<file path="config.mk">
export PLATFORM = sky130hd
export DESIGN_NAME = rf16_access_arbiter_flat
export DESIGN_NICKNAME = d
export VERILOG_FILES = /design/src/rtl/rf16_access_arbiter_pkg.sv /design/src/rtl/rf16_access_arbiter_if.sv /design/src/rtl/rf16_rr_pick.sv /design/src/rtl/rf16_access_arbiter.sv /design/src/flat_wrapper.sv
export SDC_FILE = /design/constraint.sdc
export NUM_CORES = 1
export LEC_CHECK = 0
export BUFFER_PORTS_ARGS = -buffer_cell sky130_fd_sc_hd__buf_2
export CORE_MARGIN = 2
export CORE_UTILIZATION = 45
export CTS_CLUSTER_DIAMETER = 150
export CTS_CLUSTER_SIZE = 10
export DETAILED_ROUTE_END_ITERATION = 10
export MAX_ROUTING_LAYER = met4
export PLACE_DENSITY = 0.78
export REMOVE_ABC_BUFFERS = 1
export SYNTH_ARGS = -nofsm -noshare
export SYNTH_HDL_FRONTEND = slang
export SYNTH_HIERARCHICAL = 1
export SYNTH_SLANG_ARGS = --single-unit
</file>
<file path="constraint.sdc">
create_clock -name clk -period 2.3 [get_ports clk]
set_clock_uncertainty 0.2 [all_clocks]
set_input_delay 0.115 -clock clk [delete_from_list [all_inputs] [get_ports clk]]
set_output_delay 0.115 -clock clk [all_outputs]
set_load 0.02 [all_outputs]
</file>
<file path="src/rtl/rf16_access_arbiter_pkg.sv">
// rtl/rf16_access_arbiter_pkg.sv - shared types, default widths and round-robin helper for the bank arbiter
package rf16_access_arbiter_pkg;

   localparam int DEF_DATA_W = 16;
   localparam int DEF_ADDR_W = 3;
   localparam int RID_W      = 2;

   typedef enum logic [1:0] {
      ST_IDLE   = 2'd0,
      ST_ACCESS = 2'd1,
      ST_DONE   = 2'd2
   } state_t;

   // Pointer to the requester after idx, wrapping at num_req.
   function automatic logic [RID_W-1:0] rr_next(input logic [RID_W-1:0] idx, input int num_req);
      rr_next = RID_W'((int'(idx) + 1) % num_req);
   endfunction

endpackage

</file>
<file path="src/rtl/rf16_access_arbiter_if.sv">
// rtl/rf16_access_arbiter_if.sv - requester-side bus of the arbiter; RF16_BURST_LOCK_EN adds the lock vector
interface rf16_access_arbiter_if #(
   parameter int NUM_REQ = 2,
   parameter int DATA_W  = 16,
   parameter int ADDR_W  = 3
);
   logic [NUM_REQ-1:0]        req;
   logic [NUM_REQ-1:0]        wr;
   logic [NUM_REQ*ADDR_W-1:0] addr;
   logic [NUM_REQ*DATA_W-1:0] wdata;
   logic [NUM_REQ-1:0]        grant;
   logic [DATA_W-1:0]         rdata;
   logic                      rvalid;
   logic [1:0]                rid;
   logic                      busy;
`ifdef RF16_BURST_LOCK_EN
   logic [NUM_REQ-1:0]        lock;

   modport master (output req, wr, addr, wdata, lock, input grant, rdata, rvalid, rid, busy);
   modport slave  (input req, wr, addr, wdata, lock, output grant, rdata, rvalid, rid, busy);
`else
   modport master (output req, wr, addr, wdata, input grant, rdata, rvalid, rid, busy);
   modport slave  (input req, wr, addr, wdata, output grant, rdata, rvalid, rid, busy);
`endif
endinterface

</file>
<file path="src/rtl/rf16_rr_pick.sv">
// rtl/rf16_rr_pick.sv - combinational round-robin winner search starting at rr_ptr with wrap
module rf16_rr_pick #(
   parameter int NUM_REQ = 2
) (
   input  logic [NUM_REQ-1:0] i_req,
   input  logic [1:0]         i_rr_ptr,
   output logic [1:0]         o_winner,
   output logic               o_valid
);

   // Scan distances from far to near so the nearest set request is the last assignment.
   always_comb begin
      o_winner = '0;
      o_valid  = 1'b0;
      for (int k = NUM_REQ - 1; k >= 0; k--) begin
         for (int i = 0; i < NUM_REQ; i++) begin
            if ((i == (int'(i_rr_ptr) + k) % NUM_REQ) && i_req[i]) begin
               o_winner = 2'(i);
               o_valid  = 1'b1;
            end
         end
      end
   end

endmodule

</file>
<file path="src/rtl/rf16_access_arbiter.sv">
// rtl/rf16_access_arbiter.sv - IDLE/ACCESS/DONE sequencer sharing one register bank among requesters
// Optional burst lock build: RF16_BURST_LOCK_EN
module rf16_access_arbiter
   import rf16_access_arbiter_pkg::*;
#(
   parameter int NUM_REQ = 2,
   parameter int DATA_W  = DEF_DATA_W,
   parameter int ADDR_W  = DEF_ADDR_W
) (
   input  logic                  clk,
   input  logic                  reset_n,
   rf16_access_arbiter_if.slave  io_bus,
   output logic                  o_rf_we,
   output logic [ADDR_W-1:0]     o_rf_addr,
   output logic [DATA_W-1:0]     o_rf_wdata,
   input  logic [DATA_W-1:0]     i_rf_rdata
);

   state_t              r_state;
   state_t              w_next_state;
   logic [1:0]          r_rr_ptr;
   logic [1:0]          r_rid;
   logic                r_is_read;
   logic [NUM_REQ-1:0]  r_grant;
   logic                r_we;
   logic [ADDR_W-1:0]   r_addr;
   logic [DATA_W-1:0]   r_wdata;
   logic [DATA_W-1:0]   r_rdata;
   logic                r_rvalid;

   logic [1:0]          w_winner;
   logic                w_valid;
   logic [NUM_REQ-1:0]  w_grant_next;
   logic                w_sel_wr;
   logic [ADDR_W-1:0]   w_sel_addr;
   logic [DATA_W-1:0]   w_sel_wdata;
`ifdef RF16_BURST_LOCK_EN
   logic                w_own_req;
   logic                w_own_lock;
`endif

   rf16_rr_pick #(.NUM_REQ(NUM_REQ)) u_rr_pick (
      .i_req    (io_bus.req),
      .i_rr_ptr (r_rr_ptr),
      .o_winner (w_winner),
      .o_valid  (w_valid)
   );

   // Route the winner's request fields, and the current owner's req/lock, out of the packed buses.
   always_comb begin
      w_grant_next = '0;
      w_sel_wr     = 1'b0;
      w_sel_addr   = '0;
      w_sel_wdata  = '0;
`ifdef RF16_BURST_LOCK_EN
      w_own_req    = 1'b0;
      w_own_lock   = 1'b0;
`endif
      for (int i = 0; i < NUM_REQ; i++) begin
         if (int'(w_winner) == i) begin
            w_grant_next[i] = 1'b1;
            w_sel_wr        = io_bus.wr[i];
            w_sel_addr      = io_bus.addr[i*ADDR_W +: ADDR_W];
            w_sel_wdata     = io_bus.wdata[i*DATA_W +: DATA_W];
         end
`ifdef RF16_BURST_LOCK_EN
         if (int'(r_rid) == i) begin
            w_own_req  = io_bus.req[i];
            w_own_lock = io_bus.lock[i];
         end
`endif
      end
   end

   always_ff @(posedge clk or negedge reset_n) begin
      if (!reset_n) r_state <= ST_IDLE;
      else          r_state <= w_next_state;
   end

   always_comb begin
      w_next_state = r_state;
      unique case (r_state)
         ST_IDLE:   if (w_valid) w_next_state = ST_ACCESS;
         ST_ACCESS: w_next_state = ST_DONE;
         ST_DONE:   w_next_state = ST_IDLE;
         default:   w_next_state = ST_IDLE;
      endcase
   end

   always_ff @(posedge clk or negedge reset_n) begin
      if (!reset_n) begin
         r_rr_ptr  <= '0;
         r_rid     <= '0;
         r_is_read <= 1'b0;
         r_grant   <= '0;
         r_we      <= 1'b0;
         r_addr    <= '0;
         r_wdata   <= '0;
         r_rdata   <= '0;
         r_rvalid  <= 1'b0;
      end else begin
         unique case (r_state)
            ST_IDLE: begin
               if (w_valid) begin
                  r_addr    <= w_sel_addr;
                  r_wdata   <= w_sel_wdata;
                  r_we      <= w_sel_wr;
                  r_is_read <= ~w_sel_wr;
                  r_grant   <= w_grant_next;
                  r_rid     <= w_winner;
               end
            end
            ST_ACCESS: begin
               r_we     <= 1'b0;
               r_grant  <= '0;
               r_rr_ptr <= rr_next(r_rid, NUM_REQ);
               if (r_is_read) begin
                  r_rdata  <= i_rf_rdata;
                  r_rvalid <= 1'b1;
               end
            end
            ST_DONE: begin
               r_rvalid <= 1'b0;
`ifdef RF16_BURST_LOCK_EN
               // Pull the pointer back so the locked owner wins the next selection.
               if (w_own_lock && w_own_req) r_rr_ptr <= r_rid;
`endif
            end
            default: ;
         endcase
      end
   end

   assign io_bus.grant  = r_grant;
   assign io_bus.rdata  = r_rdata;
   assign io_bus.rvalid = r_rvalid;
   assign io_bus.rid    = r_rid;
   assign io_bus.busy   = (r_state != ST_IDLE);
   assign o_rf_we       = r_we;
   assign o_rf_addr     = r_addr;
   assign o_rf_wdata    = r_wdata;

endmodule

</file>
<file path="src/flat_wrapper.sv">
// flat-port wrapper written by rule: the top's interface ports become plain ports
module rf16_access_arbiter_flat import rf16_access_arbiter_pkg::*;
#(
   parameter int NUM_REQ = 2,
   parameter int DATA_W  = DEF_DATA_W,
   parameter int ADDR_W  = DEF_ADDR_W
)
  (clk, reset_n, o_rf_we, o_rf_addr, o_rf_wdata, i_rf_rdata, io_bus_req, io_bus_wr, io_bus_addr, io_bus_wdata, io_bus_grant, io_bus_rdata, io_bus_rvalid, io_bus_rid, io_bus_busy);
  rf16_access_arbiter_if #(.NUM_REQ(NUM_REQ), .DATA_W(DATA_W), .ADDR_W(ADDR_W)) io_bus_i ();
  input  logic clk;
  input  logic reset_n;
  output logic o_rf_we;
  output logic [ADDR_W-1:0] o_rf_addr;
  output logic [DATA_W-1:0] o_rf_wdata;
  input  logic [DATA_W-1:0] i_rf_rdata;
  input wire logic [$bits(io_bus_i.req)-1:0] io_bus_req;
  input wire logic [$bits(io_bus_i.wr)-1:0] io_bus_wr;
  input wire logic [$bits(io_bus_i.addr)-1:0] io_bus_addr;
  input wire logic [$bits(io_bus_i.wdata)-1:0] io_bus_wdata;
  output wire logic [$bits(io_bus_i.grant)-1:0] io_bus_grant;
  output wire logic [$bits(io_bus_i.rdata)-1:0] io_bus_rdata;
  output wire logic [$bits(io_bus_i.rvalid)-1:0] io_bus_rvalid;
  output wire logic [$bits(io_bus_i.rid)-1:0] io_bus_rid;
  output wire logic [$bits(io_bus_i.busy)-1:0] io_bus_busy;
  assign io_bus_i.req = io_bus_req;
  assign io_bus_i.wr = io_bus_wr;
  assign io_bus_i.addr = io_bus_addr;
  assign io_bus_i.wdata = io_bus_wdata;
  assign io_bus_grant = io_bus_i.grant;
  assign io_bus_rdata = io_bus_i.rdata;
  assign io_bus_rvalid = io_bus_i.rvalid;
  assign io_bus_rid = io_bus_i.rid;
  assign io_bus_busy = io_bus_i.busy;
  rf16_access_arbiter #(.NUM_REQ(NUM_REQ), .DATA_W(DATA_W), .ADDR_W(ADDR_W)) u_core (.clk(clk), .reset_n(reset_n), .io_bus(io_bus_i), .o_rf_we(o_rf_we), .o_rf_addr(o_rf_addr), .o_rf_wdata(o_rf_wdata), .i_rf_rdata(i_rf_rdata));
endmodule
</file>
* Word-level counts from Yosys, hierarchy flattened
Cells that the tools add are included.
** Operators by class
- Add/subtract/negate cells :: 2
- Eq/ne operators :: 6
- Mux-type cells :: 23
- Bitwise logic cells :: 2
- Reduce and logical (&&, ||, !) cells :: 15
** Operator list (count)
- logical NOT 32 bit :: 2
- two-way mux 16 bit :: 2
- two-way mux 1 bit :: 11
- two-way mux 2 bit :: 4
- one-hot mux 2 bit (2 select lines) :: 2
- AND reduction 2 bit :: 4
- two-way mux 3 bit :: 2
- nonzero test 2 bit :: 3
- == test 2 bit (second input constant) :: 2
- logical AND 1 bit :: 4
- logical NOT 2 bit :: 2
- one-hot mux 1 bit (2 select lines) :: 2
- adder 1 bit (second input constant) :: 2
- == test 2 x 1 -> 1 bit (second input constant) :: 1
- == test 2 bit (first input constant) :: 1
- != test 2 x 1 -> 1 bit (second input constant) :: 1
- != test 2 bit (second input constant) :: 1
- bitwise AND 1 bit (first input constant) :: 1
- inverter 1 bit :: 1
** Word-level totals
- Register bits after elaboration :: 45
- Bits of input ports :: 60
- Output and inout port bits :: 42

* Longest topological paths before layout
Gate-level depths: netlist of run 1.
- Depth after elaboration :: 12
- Mapped depth :: 6
- Mapped depth without buffers :: 4

* Cells and area by module
The synthesis of run 1 kept the hierarchy.
** Modules (own cells, without submodules)
- rf16_access_arbiter :: times used 1, cells an instance 153, area each 1968.1 um^2
- rf16_rr_pick :: times used 1, cells an instance 5, area each 28.8 um^2

* Least setup slack after synthesis of run 1
Ideal clock, no wire load.
- Path type :: register to register
- Start point :: register u_core.r_rr_ptr[0]
- End point :: register u_core.r_addr[0] (netlist: u_core/o_rf_addr[0])
- Setup time :: 0.119 ns
- Arrival time :: 1.337 ns
- Data required time :: 1.981 ns
- Setup slack :: 0.644 ns
- Cell stages (with the launch flop) :: 7
- Path buffers :: 2
- Period minus slack after synthesis :: 1.656 ns
- Cells stage by stage :: dfrtp_1 -> inv_1 -> a21boi_1 -> buf_4 -> clkbuf_1 -> mux2i_1 -> o21ai_2
** Between the ends
- Word-level cells in the longest chain between the ends :: 10
- Elaborated cells on any way between the ends :: 21
** RTL lines
- start: declaration :: RTL line rf16_access_arbiter.sv:21 : logic [1:0] r_rr_ptr;
- start signal: assignment :: RTL line rf16_access_arbiter.sv:116 : r_rr_ptr <= rr_next(r_rid, NUM_REQ);
- adder 1 bit :: RTL line rf16_rr_pick.sv:17 : if ((i == (int'(i_rr_ptr) + k) % NUM_REQ) && i_req[i]) begin
- bitwise AND 1 bit (no line)
- == test 2 bit :: RTL line rf16_rr_pick.sv:17
- logical AND 1 bit :: RTL line rf16_rr_pick.sv:17
- two-way mux 1 bit :: RTL line rf16_rr_pick.sv:17
- two-way mux 2 bit :: RTL line rf16_rr_pick.sv:17
- two-way mux 2 bit * :: RTL line rf16_rr_pick.sv:17
- via u_core.w_winner[0] :: RTL line rf16_access_arbiter.sv:31 : logic [1:0] w_winner;
- logical NOT 2 bit :: RTL line rf16_access_arbiter.sv:60 : if (int'(w_winner) == i) begin
- two-way mux 3 bit :: RTL line rf16_access_arbiter.sv:60
- two-way mux 3 bit * :: RTL line rf16_access_arbiter.sv:60
- end signal: assignment :: RTL line rf16_access_arbiter.sv:105 : r_addr <= w_sel_addr;
- end: declaration :: RTL line rf16_access_arbiter.sv:26 : logic [ADDR_W-1:0] r_addr;
Mark *: on every way through the listed nets, which the timed path passes. The rest lies on a longest branch.
A chain may end at the register's enable or synchronous reset.

* Worst setup path in the final report of run 1
- Start point :: register u_core.r_rr_ptr[0]
- End point :: register u_core.r_wdata[15] (netlist: u_core/o_rf_wdata[15])
** Between the ends
- Word-level cells in the longest chain between the ends :: 10
- Elaborated cells on any way between the ends :: 21
** RTL lines
- adder 1 bit :: RTL line rf16_rr_pick.sv:17
- bitwise AND 1 bit (no line)
- == test 2 bit :: RTL line rf16_rr_pick.sv:17
- logical AND 1 bit :: RTL line rf16_rr_pick.sv:17
- two-way mux 1 bit :: RTL line rf16_rr_pick.sv:17
- two-way mux 2 bit :: RTL line rf16_rr_pick.sv:17
- two-way mux 2 bit * :: RTL line rf16_rr_pick.sv:17
- via u_core.w_winner[0] :: RTL line rf16_access_arbiter.sv:31
- logical NOT 2 bit :: RTL line rf16_access_arbiter.sv:60
- two-way mux 16 bit :: RTL line rf16_access_arbiter.sv:60
- two-way mux 16 bit * :: RTL line rf16_access_arbiter.sv:60
- end signal: assignment :: RTL line rf16_access_arbiter.sv:106 : r_wdata <= w_sel_wdata;
- end: declaration :: RTL line rf16_access_arbiter.sv:27 : logic [DATA_W-1:0] r_wdata;
Marks and branches as above.

==> results_dict.tcl, run 1 <==
set metrics [dict create \
    wl_mm 5.30 \
    fill_cells 307 \
    max_stage_delay_ns 0.62 \
    syn_to_final_growth_pct 60.7 \
    start_util 0.461 \
    cp-start-kind "register" \
    final_common_cell "buf_2" \
    max_cap_viol_count 0 \
    cp.required_ns 2.26 \
    outcome "finished, final reports clean" \
    static-leakage-power_nw 1.62 \
    clock_insertion_delay_worst_skew_ns 0.29 \
    final_max_slew_viol_count 0 \
    drive_above_1_share 0.448 \
    detailroute.via_count 1783 \
    worst_ep_arrival_time_ns 2.15 \
    die_w_um 70.6 \
    io_buffers 101 \
    grt_start_max_net_pins 24 \
    crit_path_max_fanout 22 \
    syn-instance-count 157 \
    end_kind "register" \
    pwr-share-clk 0.139 \
    drt_iter0_markers 55 \
    clock_buffer_count_from_cts 5 \
    core_region_area_mm2 0.00432 \
    clock.fmax_mhz 458 \
    setup-violations-final 0 \
    internal_power_mw 2.20 \
    clk_root_buffer_cell "clkbuf_8" \
    design.portCount 102 \
    critical_path.slowest_cell "dlygate4sd3_1" \
    grt_setup_unrepaired "false" \
    rows 24 \
    cts_max_level 2 \
    cellPowerDensity_mw_per_mm2 1160 \
    cts.clk_slew.worst_paths_ns 0.08 \
    globalplace.congestion 0.723 \
    ant_diodes 0 \
    hold_viol 0 \
    die_height_um 70.6 \
    final_nets 376 \
    placed_cell_area_mm2 0.00252 \
    path_buf_inv 3 \
    antenna_found_initial 0 \
    worstSetupPathType "register to register" \
    fin_crit_sh 0.950 \
    critPathTopFamily "buffers and inverters" \
    gr-usage-all-layers 0.223 \
    seq_area_mm2 0.00113 \
    grt_pass1_wl_mm 8.46 \
    post-route-cell-area_mm2 0.00320 \
    combinationalPowerShare 0.493 \
    grt_overflow 0 \
    crit_chain "inv_1 > a21boi_2 > buf_6 > mux2i_1 > dlygate4sd3_1 > o21ai_2" \
    cts-root-to-sink-buffers 2 \
    die_area_mm2 0.00498 \
    post_drt_via_cell_ratio 4.83 \
    detail_route.wl_per_cell_um 14.4 \
    power.share.switching 0.411 \
    yosysWarnings 6 \
    most_frequent_cells_in_the_layout "101 x buf_2, 58 x dlygate4sd3_1, 45 x dfrtp_1" \
    syn_area_mm2 0.00199 \
    route.detailed.drc 0 \
    dp_worst_setup_slack_ns 0.550 \
    hpwl_mm 3.00 \
    clock-sinks 45 \
    first_global_vias 1899 \
    min_path_type "input port to register" \
    vdd_ir_drop_max_v 0.000646 \
    fin_crit_ns 2.19 \
    area_occupied_by_multi_input_gates_um2 783 \
    route.antenna.remaining_nets 0 \
    power.switching_mw 1.53 \
    synth_area_per_cell_um2 12.7 \
    p_seq_frac 0.368 \
    drt_first_pass_iters 4 \
    layout_setup_ws_ns 0.115 \
    cts_tree "yes" \
]
-- per-layer routing --
| metal | GRT usage | part of all wire |
|---|---|---|
| met1 | 0.253 | 0.40 |
| met2 | 0.390 | 0.51 |
| met3 | 0.0470 | 0.075 |
| met4 | 0.0818 | 0.016 |
| met5 | - | 0 |
-- power by group through the flow --
stage	clock network [mW]	logic (mW)	registers, mW
2_1_floorplan	0	0.689	1.80
5_1_grt	0.569	1.98	1.43
3_5_place_dp	0	1.71	1.38
6_report	0.517	1.84	1.37
4_1_cts	0.540	1.82	1.37
3_3_place_gp	0	1.66	1.38
-- timing repair --
item | 4_1_cts | 5_1_grt
setup endpoints to repair | 0 | 3
hold buffers | 58 | 0
gates resized for setup | 0 | 1
buffers inserted | 0 | 0
endpoints found under the hold margin | 58 | 0
-- metrics by stage --
stage	power [mW]	utilization	TNS [ns]	cells	hold WS, ns
floorplan	2.49	-	-6.05	147	-0.381
global placement	3.04	0.582	0	303	-0.0988
detailed placement	3.08	0.582	0	303	-0.0888
CTS	3.73	0.740	0	369	0.123
global route	3.98	0.741	0	369	0.148
finish	3.73	0.741	0	369	0.135
-- state kept, by name (all words and copies together), names as in the netlist --
name and flops:
u_core/io_bus.rdata 16, u_core/io_bus.rvalid 1, u_core/o_rf_wdata 16, u_core/r_is_read 1, u_core/io_bus.rid 2, u_core/r_rr_ptr 1
u_core/io_bus.grant 2, u_core/o_rf_we 1, u_core/r_state 2, u_core/o_rf_addr 3
-- worst paths after layout --
path | startpoint | end | slack [ns] | depth (start not counted)
max | u_core/r_rr_ptr[0] | u_core/o_rf_wdata[15] | 0.11 | 6
min | io_bus_req[0] | u_core/r_is_read | 0.13 | 4
max reg2reg | u_core/r_rr_ptr[0] | u_core/o_rf_wdata[15] | 0.11 | 6
min reg2reg | u_core/o_rf_addr[2] | u_core/o_rf_addr[2] | 0.28 | 2
max in group asynchronous | reset_n | u_core/io_bus.rvalid | 1.07 | 3
min in group asynchronous | reset_n | u_core/o_rf_wdata[6] | 0.14 | 2
-- final cells by class --
class / instances / share of cell area
multi-input cells: 98 / 0.245
inverters: 4 / 0.00469
clock buffers: 7 / 0.0301
flip-flops and latches: 45 / 0.352
clock inverters: 1 / 0.00156
well taps: 52 / 0.0203
repair buffers: 162 / 0.347
-- tightest hold or removal path, delay by kind of cell --
kind	cells	cell delay [ns]
multiplexers	1	0.14
buffers and inverters	1	0.10
AO/OA/AOI/OAI	2	0.23
Power figures use the tool's default switching activity.
==> inputs of run 2 (changes only) <==
- RECOVER_POWER: unset -> 100
==> run 2 against run 1 <==
  * First-iteration DRC count down 22%
  * Power decreased by 5.3%
  * Global-route usage did not move
  * Sequential power about the same
  * Highest routed layer unchanged
  * Non-clock buffer count stayed put
  * Core utilization down 3.0 points
  * Critical path depth unchanged
  * Largest power group unchanged
  * Clock power barely moved
  * Wire length up 0.41%
==> results_dict.tcl, run 2 (synthesized netlist as in run 1, its figures left out) <==
set metrics [dict create \
    outcome "finished, final reports clean" \
    drt_iter0_markers 43 \
    die_w_um 70.6 \
    vdd_ir_drop_max_v 0.000609 \
    r2r_end "u_core/o_rf_wdata[15]" \
    antenna_found_initial 0 \
    cts.clk_slew.worst_paths_ns 0.08 \
    cts_tree "yes" \
    worstSetupPathType "register to register" \
    grt_pass1_wl_mm 8.46 \
    fin_crit_sh 0.956 \
    fin_crit_ns 2.20 \
    clock_buffer_count_from_cts 5 \
    final.setup.tns_ns 0 \
    start_util 0.461 \
    cp.required_ns 2.25 \
    syn_to_final_growth_pct 54.3 \
    hold_viol 0 \
    cts_max_level 2 \
    die_height_um 70.6 \
    reg2reg_setup_slack_ns 0.10 \
    core_region_area_mm2 0.00432 \
    rr_worst_depth 6 \
    rows 24 \
    first_global_vias 1899 \
    detail_route.wl_per_cell_um 14.4 \
    p_seq_frac 0.391 \
    design.portCount 102 \
    post-route-cell-area_mm2 0.00308 \
    placed_cell_area_mm2 0.00252 \
    final_nets 376 \
    fill_cells 362 \
    gr-usage-all-layers 0.223 \
    clock.fmax_mhz 455 \
    slew_headroom 0.205 \
    drt_first_pass_iters 4 \
    cp-start-kind "register" \
    setup-violations-final 0 \
    grt_setup_unrepaired "false" \
    cts-root-to-sink-buffers 2 \
    grt_overflow 0 \
    detailroute.via_count 1772 \
    post_cts.repair.setup_buffers 0 \
    die_area_mm2 0.00498 \
    min_path_type "input port to register" \
    critical_path.endpoint "u_core/o_rf_wdata[15]" \
    p_total_mw 3.53 \
    worst_setup_path_startpoint "u_core/r_rr_ptr[0]" \
    finish.utilization 0.711 \
    route.detailed.drc 0 \
    power.switching_mw 1.49 \
    reg2reg_from "u_core/r_rr_ptr[0]" \
    crit_path_max_fanout 22 \
    max_cap_viol_count 0 \
    grt_start_max_net_pins 24 \
    internal_power_mw 2.05 \
    worst_pin_slew_ns 1.19 \
    final_max_slew_viol_count 0 \
    final_common_cell "buf_2" \
    clock-sinks 45 \
    power.share.switching 0.421 \
    end_kind "register" \
    worst_ep_arrival_time_ns 2.15 \
    cellPowerDensity_mw_per_mm2 1150 \
    ant_diodes 0 \
    pwr-share-clk 0.147 \
    route.antenna.remaining_nets 0 \
    globalplace.congestion 0.723 \
    combinationalPowerShare 0.462 \
    static-leakage-power_nw 1.45 \
    hpwl_mm 3.00 \
    drive_above_1_share 0.256 \
    post_drt_via_cell_ratio 4.80 \
    clk_root_buffer_cell "clkbuf_8" \
    io_buffers 101 \
    most_frequent_cells_in_the_layout "59 x buf_2, 58 x dlygate4sd3_1, 45 x dfrtp_1" \
    clock_insertion_delay_worst_skew_ns 0.29 \
    wl_mm 5.32 \
]
[run 2: power groups by stage]
stage                     combinational [mW]  clock (mW)  sequential (mW)
after floorplan                        0.689           0             1.80
after detailed placement                1.71           0             1.38
final                                   1.63       0.520             1.38
after CTS                               1.82       0.540             1.37
after global placement                  1.66           0             1.38
after global routing                    1.77       0.569             1.43
[run 2: through the flow]
step                instances  setup slack (ns)  hold slack, ns
finish                    369             0.101           0.134
floorplan                 147            -0.393          -0.381
global route              369            0.0262           0.148
global placement          303             0.562         -0.0988
CTS                       369             0.182           0.123
detailed placement        303             0.550         -0.0888
[run 2: worst min-delay path by stage]
stage,slack [ns],startpoint,to,cells past startpoint
detailed placement,-0.09,reset_n,u_core/io_bus.rdata[10],1
finish,0.13,io_bus_req[0],u_core/r_is_read,4
global placement,-0.1,reset_n,u_core/io_bus.rdata[7],1
floorplan,-0.38,reset_n,u_core/io_bus.grant[0],0
CTS,0.12,io_bus_req[0],u_core/r_is_read,4
global route,0.15,io_bus_req[0],u_core/r_is_read,4
[run 2: area by class of cell]
class                   count  area [um2]  area share
clock inverters             1        5.00     0.00163
repair buffers            162        1060       0.345
well taps                  52        65.1      0.0212
multi-input cells          98         708       0.230
clock buffers               7        96.3      0.0313
inverters                   4        15.0     0.00488
flip-flops and latches     45        1130       0.366
[run 2: timing repair]
item,in CTS,in global routing
hold buffers,58,0
hold endpoints to repair,58,0
setup endpoints to repair,0,3
gates resized for setup,0,1
[run 2: routing by layer]
| layer | global-route usage | vias up | part of all wire |
|---|---|---|---|
| met1 | 0.253 | 818 | 0.40 |
| li1 | - | 852 | - |
| met5 | - | - | 0 |
| met4 | 0.0818 | 0 | 0.017 |
| met3 | 0.0470 | 10 | 0.079 |
| met2 | 0.390 | 92 | 0.50 |
[run 2: worst max-delay path, cell delays in order (launching register included)]
cell and delay (ns):
dfrtp_1 0.37, inv_1 0.06, a21boi_2 0.21, buf_6 0.28, mux2i_1 0.26, dlygate4sd3_1 0.60
o21ai_1 0.08
==> inputs of run 3 (changes only) <==
- CORE_UTILIZATION: 45 -> 25
- PLACE_DENSITY: 0.78 -> 0.48
==> run 3 against run 2 <==
  * Clock-buffer cell count decreased by 1
  * Register-to-register slack better by 0.16 ns
  * Global-route usage fell by 11 points
==> results_dict.tcl, run 3 (synthesized netlist as in run 1, its figures left out) <==
set metrics [dict create \
    outcome "finished, final reports clean" \
    design.portCount 102 \
    combinationalPowerShare 0.451 \
    fin_crit_sh 0.885 \
    min_path_type "input port to register" \
    most_frequent_cells_in_the_layout "59 x buf_2, 57 x dlygate4sd3_1, 45 x dfrtp_1" \
    syn_to_final_growth_pct 58.1 \
    grt_start_max_net_pins 26 \
    detailroute.via_count 1716 \
    clock.fmax_mhz 491 \
    critical_path.slowest_cell "dlygate4sd3_1" \
    cp-start-kind "register" \
    p_total_mw 3.58 \
    final_common_cell "buf_2" \
    grt_overflow 0 \
    worst_ep_arrival_time_ns 2.00 \
    clock_buffer_count_from_cts 5 \
    drt_iter0_markers 39 \
    cts_hold_buffers 57 \
    max_cap_viol_count 0 \
    cts-root-to-sink-buffers 2 \
    cp.required_ns 2.26 \
    pwr-share-clk 0.164 \
    core_region_area_mm2 0.00773 \
    io_buffers 101 \
    end_kind "register" \
    route.detailed.drc 0 \
    start_util 0.258 \
    drive_above_1_share 0.256 \
    hpwl_mm 3.40 \
    layout_setup_ws_ns 0.265 \
    clock-sinks 45 \
    final_max_slew_viol_count 0 \
    post-place-cells 354 \
    critPathTopFamily "buffers and inverters" \
    route.antenna.remaining_nets 0 \
    path_buf_inv 3 \
    vdd_ir_drop_max_v 0.000318 \
    slew_headroom 0.117 \
    internal_power_mw 2.10 \
    power.share.switching 0.413 \
    power.switching_mw 1.48 \
    setup-violations-final 0 \
    crit_path_max_fanout 13 \
    worst_pin_slew_ns 1.32 \
    dp_worst_setup_slack_ns 0.526 \
    die_area_mm2 0.00870 \
    wl_mm 4.86 \
    reg2reg_setup_slack_ns 0.26 \
    grt_pass1_wl_mm 7.85 \
    cts.clk_slew.worst_paths_ns 0.09 \
    grt_setup_unrepaired "false" \
    first_global_vias 1809 \
    die_w_um 93.3 \
    post_drt_via_cell_ratio 4.10 \
    layout.cells.non_filler 419 \
    die_height_um 93.3 \
    clock_insertion_delay_worst_skew_ns 0.29 \
    final_nets 376 \
    rows 32 \
    cts_resized 0 \
    post_cts.repair.setup_buffers 0 \
    detail_route.wl_per_cell_um 11.6 \
    ant_diodes 0 \
    globalplace.congestion 0.705 \
    fin_crit_ns 2.04 \
    cellPowerDensity_mw_per_mm2 1140 \
    p_seq_frac 0.385 \
    drt_first_pass_iters 4 \
    cts_max_level 2 \
    worstSetupPathType "register to register" \
    max_stage_delay_ns 0.56 \
    hold_viol 0 \
    clk_root_buffer_cell "clkbuf_8" \
    static-leakage-power_nw 1.46 \
    cts_tree "yes" \
    final.setup.tns_ns 0 \
    gr-usage-all-layers 0.117 \
    crit_chain "inv_1 > a21boi_4 > buf_4 > mux2i_1 > dlygate4sd3_1 > o21ai_0" \
    antenna_found_initial 0 \
]
run 3: cell types whose count changed in the layout (fill, tap and decap cells not counted), moves of 2 or more:
cell / change
buf_4: +2
o21ai_0: +2
clkbuf_8: -2
o21ai_1: -2
run 3: through the flow:
step                      utilization  cell area, um2  hold WS [ns]
after floorplan                     -            1920        -0.381
after global placement          0.336            2590       -0.0604
after detailed placement        0.336            2590       -0.0618
after CTS                       0.424            3280         0.148
after global routing            0.408            3150         0.183
final                           0.408            3150         0.145
run 3: layer usage:
layer  track usage  share of wire  up-vias  wire length, um
met5             -              0        -                0
met4        0.0417         0.0099        0               48
met3        0.0266          0.067        5              326
met2         0.203           0.48       68             2330
met1         0.134           0.44      790             2160
li1              -              -      853                -
run 3: worst paths after layout:
| path | from | cells after the start | to |
|---|---|---|---|
| max | u_core/r_rr_ptr[0] | 6 | u_core/o_rf_wdata[0] |
| min | io_bus_req[1] | 5 | u_core/o_rf_we |
| max reg2reg | u_core/r_rr_ptr[0] | 6 | u_core/o_rf_wdata[0] |
| min reg2reg | u_core/o_rf_wdata[8] | 2 | u_core/o_rf_wdata[8] |
| max in group asynchronous | reset_n | 3 | u_core/o_rf_wdata[9] |
| min in group asynchronous | reset_n | 2 | u_core/io_bus.rdata[7] |
run 3: tightest hold or removal path, cell delays in order:
cell     delay, ns
buf_2         0.09
or2_1         0.13
nor2_1        0.05
o21ai_0       0.14
o21ai_0       0.08
run 3: power by group through the flow:
| stage | clock [mW] | combinational, mW | sequential (mW) |
|---|---|---|---|
| after detailed placement | 0 | 1.73 | 1.39 |
| final | 0.586 | 1.61 | 1.38 |
| after CTS | 0.616 | 1.84 | 1.38 |
| after floorplan | 0 | 0.689 | 1.80 |
| after global placement | 0 | 1.71 | 1.39 |
| after global routing | 0.652 | 1.77 | 1.43 |
run 3: final cells by class:
| cell class | count | area [um2] |
|---|---|---|
| clock inverters | 2 | 38.8 |
| clock buffers | 6 | 72.6 |
| flip-flops and latches | 45 | 1130 |
| repair buffers | 162 | 1050 |
| fillers | 788 | 4580 |
| multi-input cells | 98 | 719 |
| inverters | 4 | 15.0 |
| well taps | 102 | 128 |
